`src/rtl/ap_pkg.sv`:
```
// Shared types for the associative-processor sequencer.
//   ap_op_e     : AP operation codes as seen on the cmd / ap_cmd buses
//   COL_A/B/C   : AP column select values (operand A, operand B, result C)
//   seq_state_e : sequencer FSM states
package ap_pkg;

  typedef enum logic [2:0] {
    OP_OR   = 3'd0,
    OP_XOR  = 3'd1,
    OP_AND  = 3'd2,
    OP_NOT  = 3'd3,
    OP_ADD  = 3'd4,
    OP_SUB  = 3'd5,
    OP_MULT = 3'd6
  } ap_op_e;

  localparam logic [1:0] COL_A = 2'd0;
  localparam logic [1:0] COL_B = 2'd1;
  localparam logic [1:0] COL_C = 2'd2;

  typedef enum logic [3:0] {
    S_IDLE,
    S_CLR0,
    S_CLR1,
    S_LOAD_A,
    S_LOAD_B,
    S_COMPUTE,
    S_RD_REQ,
    S_RD_WAIT,
    S_RD_HOLD,
    S_FIN
  } seq_state_e;

endpackage

```
`src/rtl/ap_irq_edge.sv`:
```
// Registers the AP completion interrupt and emits a one-cycle registered
// pulse on its rising edge.
//   clk_i  : clock
//   rst_ni : async active-low reset
//   irq_i  : raw ap_state_irq level from the AP
//   rise_o : one-cycle pulse, high the cycle after irq_i first seen high
module ap_irq_edge (
  input  logic clk_i,
  input  logic rst_ni,
  input  logic irq_i,
  output logic rise_o
);

  logic irq_q;
  logic rise_q;

  always_ff @(posedge clk_i or negedge rst_ni) begin
    if (!rst_ni) begin
      irq_q  <= 1'b0;
      rise_q <= 1'b0;
    end else begin
      irq_q  <= irq_i;
      rise_q <= irq_i & ~irq_q;
    end
  end

  assign rise_o = rise_q;

endmodule

```
`src/rtl/ap_sequencer.sv`:
```
// Runs one complete AP job: clear both internal banks, stream CELL_QUANT
// words into column A (and column B unless NOT), launch the operation, wait
// for the AP interrupt, then stream the CELL_QUANT column-C results out.
//   CLK100MHZ, rst_n           : clock, async active-low reset
//   start, cmd, op_direction   : job request with latched op code/direction
//   abort                      : synchronous job cancel
//   busy, done, timeout_err    : job status
//   in_valid/in_ready/in_data  : operand stream (valid/ready)
//   out_valid/out_ready/out_data : result stream (valid/ready)
//   ap_*                       : control/data bus to the downstream AP
module ap_sequencer
  import ap_pkg::*;
#(
  parameter int unsigned WORD_SIZE      = 8,
  parameter int unsigned CELL_QUANT     = 512,
  parameter int unsigned ADDR_W         = 10,
  parameter int unsigned TIMEOUT_CYCLES = 65535
) (
  input  logic                 CLK100MHZ,
  input  logic                 rst_n,
  input  logic                 start,
  input  logic [2:0]           cmd,
  input  logic                 op_direction,
  input  logic                 abort,
  output logic                 busy,
  output logic                 done,
  output logic                 timeout_err,
  input  logic                 in_valid,
  output logic                 in_ready,
  input  logic [WORD_SIZE-1:0] in_data,
  output logic                 out_valid,
  input  logic                 out_ready,
  output logic [WORD_SIZE-1:0] out_data,
  output logic [ADDR_W-1:0]    ap_addr,
  output logic [WORD_SIZE-1:0] ap_data,
  output logic                 ap_rst,
  output logic                 ap_op_direction,
  output logic                 ap_mode,
  output logic [2:0]           ap_cmd,
  output logic [1:0]           ap_sel_col,
  output logic                 ap_sel_internal_col,
  output logic                 ap_write_en,
  output logic                 ap_read_en,
  input  logic [WORD_SIZE-1:0] ap_data_out,
  input  logic                 ap_state_irq
);

  localparam int unsigned       WD_W     = $clog2(TIMEOUT_CYCLES + 1);
  localparam logic [ADDR_W-1:0] LAST_ROW = ADDR_W'(CELL_QUANT - 1);
  localparam logic [WD_W-1:0]   WD_LAST  = WD_W'(TIMEOUT_CYCLES - 1);

  seq_state_e           state_q;
  ap_op_e               cmd_q;
  logic                 dir_q;
  logic [ADDR_W-1:0]    row_q;
  logic [WD_W-1:0]      wd_q;

  logic                 busy_q;
  logic                 done_q;
  logic                 timeout_q;
  logic                 out_valid_q;
  logic [WORD_SIZE-1:0] out_data_q;
  logic [ADDR_W-1:0]    ap_addr_q;
  logic [WORD_SIZE-1:0] ap_data_q;
  logic                 ap_rst_q;
  logic                 ap_dir_q;
  logic                 ap_mode_q;
  ap_op_e               ap_cmd_q;
  logic [1:0]           ap_sel_col_q;
  logic                 ap_sel_int_q;
  logic                 ap_write_en_q;
  logic                 ap_read_en_q;

  logic                 irq_rise;
  logic                 last_row;

  ap_irq_edge u_irq_edge (
    .clk_i  (CLK100MHZ),
    .rst_ni (rst_n),
    .irq_i  (ap_state_irq),
    .rise_o (irq_rise)
  );

  assign in_ready = (state_q == S_LOAD_A) || (state_q == S_LOAD_B);
  assign last_row = (row_q == LAST_ROW);

  always_ff @(posedge CLK100MHZ or negedge rst_n) begin
    if (!rst_n) begin
      state_q       <= S_IDLE;
      cmd_q         <= OP_OR;
      dir_q         <= 1'b0;
      row_q         <= '0;
      wd_q          <= '0;
      busy_q        <= 1'b0;
      done_q        <= 1'b0;
      timeout_q     <= 1'b0;
      out_valid_q   <= 1'b0;
      out_data_q    <= '0;
      ap_addr_q     <= '0;
      ap_data_q     <= '0;
      ap_rst_q      <= 1'b0;
      ap_dir_q      <= 1'b0;
      ap_mode_q     <= 1'b0;
      ap_cmd_q      <= OP_OR;
      ap_sel_col_q  <= COL_A;
      ap_sel_int_q  <= 1'b0;
      ap_write_en_q <= 1'b0;
      ap_read_en_q  <= 1'b0;
    end else begin
      // single-cycle strobes
      done_q        <= 1'b0;
      ap_rst_q      <= 1'b0;
      ap_write_en_q <= 1'b0;
      ap_read_en_q  <= 1'b0;

      if (state_q != S_IDLE && abort) begin
        // a same-cycle input handshake is dropped here
        state_q      <= S_IDLE;
        busy_q       <= 1'b0;
        ap_mode_q    <= 1'b0;
        out_valid_q  <= 1'b0;
        ap_sel_int_q <= 1'b0;
        ap_sel_col_q <= COL_A;
        row_q        <= '0;
        wd_q         <= '0;
      end else begin
        case (state_q)
          S_IDLE: begin
            if (start) begin
              cmd_q        <= ap_op_e'(cmd);
              dir_q        <= op_direction;
              timeout_q    <= 1'b0;
              busy_q       <= 1'b1;
              row_q        <= '0;
              ap_rst_q     <= 1'b1;
              ap_sel_int_q <= 1'b0;
              ap_sel_col_q <= COL_A;
              state_q      <= S_CLR0;
            end
          end

          S_CLR0: begin
            ap_rst_q     <= 1'b1;
            ap_sel_int_q <= 1'b1;
            state_q      <= S_CLR1;
          end

          S_CLR1: begin
            ap_sel_int_q <= 1'b0;
            state_q      <= S_LOAD_A;
          end

          S_LOAD_A, S_LOAD_B: begin
            // column select is registered alongside the write strobe so it
            // lags the state by one cycle and always matches the write
            ap_sel_col_q <= (state_q == S_LOAD_A) ? COL_A : COL_B;
            if (in_valid) begin
              ap_write_en_q <= 1'b1;
              ap_addr_q     <= row_q;
              ap_data_q     <= in_data;
              if (last_row) begin
                row_q <= '0;
                if (state_q == S_LOAD_A && cmd_q != OP_NOT) begin
                  state_q <= S_LOAD_B;
                end else begin
                  ap_mode_q <= 1'b1;
                  ap_cmd_q  <= cmd_q;
                  ap_dir_q  <= dir_q;
                  wd_q      <= '0;
                  state_q   <= S_COMPUTE;
                end
              end else begin
                row_q <= row_q + 1'b1;
              end
            end
          end

          S_COMPUTE: begin
            // an edge seen in the first COMPUTE cycle came from an irq that
            // was already high on entry, so it is not taken as completion
            if (irq_rise && wd_q != '0) begin
              ap_mode_q    <= 1'b0;
              ap_read_en_q <= 1'b1;
              ap_addr_q    <= row_q;
              ap_sel_col_q <= COL_C;
              state_q      <= S_RD_REQ;
            end else if (wd_q == WD_LAST) begin
              timeout_q <= 1'b1;
              ap_mode_q <= 1'b0;
              busy_q    <= 1'b0;
              state_q   <= S_IDLE;
            end else begin
              wd_q <= wd_q + 1'b1;
            end
          end

          S_RD_REQ: begin
            state_q <= S_RD_WAIT;
          end

          S_RD_WAIT: begin
            out_data_q  <= ap_data_out;
            out_valid_q <= 1'b1;
            state_q     <= S_RD_HOLD;
          end

          S_RD_HOLD: begin
            if (out_ready) begin
              out_valid_q <= 1'b0;
              if (last_row) begin
                row_q   <= '0;
                done_q  <= 1'b1;
                state_q <= S_FIN;
              end else begin
                row_q        <= row_q + 1'b1;
                ap_read_en_q <= 1'b1;
                ap_addr_q    <= row_q + 1'b1;
                state_q      <= S_RD_REQ;
              end
            end
          end

          S_FIN: begin
            busy_q  <= 1'b0;
            state_q <= S_IDLE;
          end

          default: begin
            busy_q  <= 1'b0;
            state_q <= S_IDLE;
          end
        endcase
      end
    end
  end

  assign busy                = busy_q;
  assign done                = done_q;
  assign timeout_err         = timeout_q;
  assign out_valid           = out_valid_q;
  assign out_data            = out_data_q;
  assign ap_addr             = ap_addr_q;
  assign ap_data             = ap_data_q;
  assign ap_rst              = ap_rst_q;
  assign ap_op_direction     = ap_dir_q;
  assign ap_mode             = ap_mode_q;
  assign ap_cmd              = ap_cmd_q;
  assign ap_sel_col          = ap_sel_col_q;
  assign ap_sel_internal_col = ap_sel_int_q;
  assign ap_write_en         = ap_write_en_q;
  assign ap_read_en          = ap_read_en_q;

endmodule

```
`config.mk`:
```
export PLATFORM = sky130hd
export DESIGN_NAME = ap_sequencer
export DESIGN_NICKNAME = d
export VERILOG_FILES = /design/src/rtl/ap_pkg.sv /design/src/rtl/ap_irq_edge.sv /design/src/rtl/ap_sequencer.sv
export SDC_FILE = /design/constraint.sdc
export NUM_CORES = 1
export LEC_CHECK = 0
export ABC_AREA = 0
export CAP_MARGIN = 25
export CORE_MARGIN = 4
export CORE_UTILIZATION = 54
export CTS_CLUSTER_SIZE = 10
export DETAILED_ROUTE_END_ITERATION = 8
export PLACE_DENSITY = 0.91
export SLEW_MARGIN = 20
export SYNTH_ARGS = -nofsm -noshare
export SYNTH_HDL_FRONTEND = slang
export SYNTH_SLANG_ARGS = --single-unit
```
`constraint.sdc`:
```
create_clock -name CLK100MHZ -period 3.4 [get_ports CLK100MHZ]
set_clock_uncertainty 0.1 [all_clocks]
set_input_delay 0.34 -clock CLK100MHZ [delete_from_list [all_inputs] [get_ports CLK100MHZ]]
set_output_delay 0.34 -clock CLK100MHZ [all_outputs]
set_load 0.1 [all_outputs]
```
==> impl_metrics.tcl <==
set metrics [dict create \
    h-tree-depth 3 \
    synthAdderAreaFrac_pct 1.21 \
    worstMarginPinSlew_ps 1010 \
    wl_per_cell_um 18.6 \
    post_cts_resized 0 \
    power_uw 4500 \
    vias 3675 \
    synth_cells 402 \
    pwr_density_cell_nw_per_um2 861 \
    clkSinkCount 77 \
    dpl.cell_count 557 \
    die_y_um 95.6 \
    die_width_um 95.6 \
    hold_slack_ps 303 \
    slowest_delay_ps 660 \
    ys_warn_count 0 \
    p_leak_uw 0.00225 \
    cts_tree "done" \
    synth_async_sr_flop_share_pct 100 \
    slowest_stage "dfrtp_1" \
    dr.pass1.iters 5 \
    nFillCells 536 \
    core_um2 7370 \
    worstHoldPathType "in -> async" \
    wl_um 10700 \
    synth_edf_count 0 \
    syn_nets 433 \
    vdd_drop_max_uv 876 \
    fin_nets 502 \
    antenna_found_initial 0 \
    outcome "complete, no violations" \
    cap_violations 0 \
    cts_setup_buffers 0 \
    io_pins 69 \
    ys_ff_latch 77 \
    drc 0 \
    netlist_area_um2 4140 \
    stdcell_count 575 \
    initialDrtViolationCount 500 \
    worst_setup_path_start_kind "flop" \
    path_class "reg -> reg" \
    rows 31 \
    layout-drive-gt1-share_pct 17.2 \
    die_area_um2 9130 \
    start_util_pct 56.2 \
    finalCritPeriodShare_pct 86.0 \
    critPathArrivalTime_ps 3060 \
    path_cells "or3b_2, a21oi_1, nand2_1, nor3_2, mux2_2" \
    io_buffers 68 \
    grt_pass1_wl_um 18100 \
    ant_nets 0 \
    grt_max_degree 78 \
    worstSkewPairLatency_ps 360 \
    yosys.area_share.simple_pct 19.8 \
    rsz0062_at_grt "no" \
    synth.area.mux_share_pct 10.8 \
    path_clk_slew_ps 80 \
    slew_violations 0 \
    ctsRootBufferMaster "clkbuf_8" \
    postCtsHoldBufs 0 \
    worstPathRequired_ps 3540 \
    grt.overflow.total 0 \
    synth-xor-area-share_pct 2.11 \
    gp_congestion 0.963 \
    multi_input_area_um2 2080 \
    fin_setup_tns_ps 0 \
    numCtsBuffers 9 \
    regArea_um2 1930 \
    clk_path_buf_depth 2 \
    antenna_cells 0 \
    place_hpwl_um 7280 \
    endpoint_kind "flop" \
    worstPathMaxFanout 24 \
    first_global_vias 3712 \
    synth_top_family_by_area "simple AND/OR/NAND/NOR gates" \
    max_clock_freq_mhz 342 \
    gr-usage-all-layers_pct 25.2 \
    avgViaCountPerCell 6.39 \
    synth-seq-area-share_pct 46.5 \
    synth.distinct_cells 68 \
    synthFlopType "dfrtp_1" \
    synth.avg_cell_area_um2 10.3 \
    syn_to_final_growth_pct 26.3 \
    hold_violations 0 \
    synth_compound_area_share_pct 16.4 \
    min_period_ps 2920 \
    max_slew_margin_pct 32.4 \
    setup_viol 0 \
]
-- stage by stage --
stage	instance area (µm²)	util, %	worst slack (ps)
after CTS	5190	70.5	496
final	5230	71.0	478
after floorplan	4140	-	885
after detailed placement	4930	67.0	588
after global placement	4930	67.0	663
after global routing	5230	71.0	383
-- routing by layer --
metal | wire [µm] | up-vias | GRT usage, % | share of wire (%)
met4 | 255 | 0 | 10.5 | 2.4
met3 | 909 | 34 | 5.84 | 8.5
met1 | 4160 | 1801 | 31.1 | 39
met5 | 0 | - | 0 | 0
met2 | 5350 | 189 | 42.3 | 50
li1 | - | 1651 | - | -
-- layout make-up --
| cell class | instances | share of cell area [%] |
|---|---|---|
| repair buffers | 81 | 15.2 |
| clock buffers | 13 | 3.23 |
| inverters | 12 | 0.861 |
| multi-input cells | 290 | 39.8 |
| well taps | 99 | 2.37 |
| flip-flops and latches | 77 | 36.8 |
| clock inverters | 3 | 1.72 |
-- state kept, by name, summed over array words and instances (netlist names), 2 cells and up --
name / cells
wd_q: 16
state_q: 4
row_q: 10
ap_sel_col: 2
ap_addr: 10
cmd_q: 3
ap_cmd: 3
ap_data: 8
out_data: 8
-- power breakdown --
| group | switching (µW) | total, µW | internal [µW] | leakage (µW) |
|---|---|---|---|---|
| combinational | 1660 | 2360 | 693 | 0.00110 |
| clock | 334 | 882 | 549 | 0.000130 |
| sequential | 162 | 1260 | 1100 | 0.00103 |
-- cell usage after synthesis (all sizes together), types with 2 or more instances --
cell type / instances / area share [%]
mux2i: 4 / 0.97
nand2b: 2 / 0.30
buf: 4 / 0.42
mux2: 36 / 9.8
o31ai: 3 / 0.54
nor4bb: 2 / 0.48
and3: 7 / 1.1
a31oi: 15 / 2.3
o211ai: 8 / 1.5
o41ai: 3 / 1.1
inv: 12 / 1.1
a22o: 6 / 1.3
dfrtp: 77 / 47
a211oi: 2 / 0.36
clkbuf: 19 / 1.7
or2: 5 / 0.76
o211a: 2 / 0.48
o22ai: 2 / 0.30
nand2: 34 / 3.1
xnor2: 9 / 1.9
or4: 6 / 1.3
a21oi: 11 / 1.3
nor2b: 2 / 0.30
o21a: 2 / 0.36
and4: 5 / 1.1
or3b: 4 / 0.85
and2: 4 / 0.60
nor3: 14 / 2.1
o311ai: 3 / 0.63
nor4: 6 / 0.91
a32o: 2 / 0.48
a21o: 4 / 0.73
o21ai: 15 / 1.8
a21boi: 3 / 0.54
ha: 4 / 1.2
a211o: 2 / 0.42
nand4: 7 / 1.2
or3: 2 / 0.30
nand3: 21 / 2.7
nor2: 15 / 1.4
nor3b: 3 / 0.54
-- cell families after synthesis --
group                    count (synthesis)
adder cells (fa/ha/maj)                  4
AO/OA/AOI/OAI                           93
flip-flops                              77
XOR/XNOR                                10
buffers and inverters                   35
AND/OR/NAND/NOR                        143
multiplexers                            40
-- path summary, 6_finish.rpt --
kind                       slack [ps]                        from  depth (start not counted)                          end
min                               300                       rst_n                          2      out_data[6]$_DFFE_PN0P_
max reg2reg                       480      state_q[1]$_DFFE_PN0P_                          5        ap_cmd[1]$_DFFE_PN0P_
min in group CLK100MHZ            310  u_irq_edge.irq_q$_DFF_PN0_                          1  u_irq_edge.rise_o$_DFF_PN0_
min reg2reg                       310  u_irq_edge.irq_q$_DFF_PN0_                          1  u_irq_edge.rise_o$_DFF_PN0_
max in group asynchronous        2320                       rst_n                          3       ap_addr[9]$_DFFE_PN0P_
max                               480      state_q[1]$_DFFE_PN0P_                          5        ap_cmd[1]$_DFFE_PN0P_
-- critical path: cells and delay by family (launching register included) --
kind | cells | cell delay (ps)
AOI/OAI and AO/OA | 1 | 260
DFF | 1 | 660
muxes | 1 | 390
and+or+nand+nor | 3 | 1390
-- cells in the final DEF, fill, tap and decap left out, types with 7 or more instances in the layout --
cell	count
dfrtp_1	77
clkdlybuf4s50_1	66
mux2_2	35
nand2_1	33
nand3_1	20
nor2_1	15
a31oi_1	15
o21ai_0	14
buf_4	13
inv_1	12
nor3_1	12
clkbuf_8	12
a21oi_1	11
xnor2_1	9
o211ai_1	8
and3_1	7
Note: power is estimated with default switching activity, not from simulation.
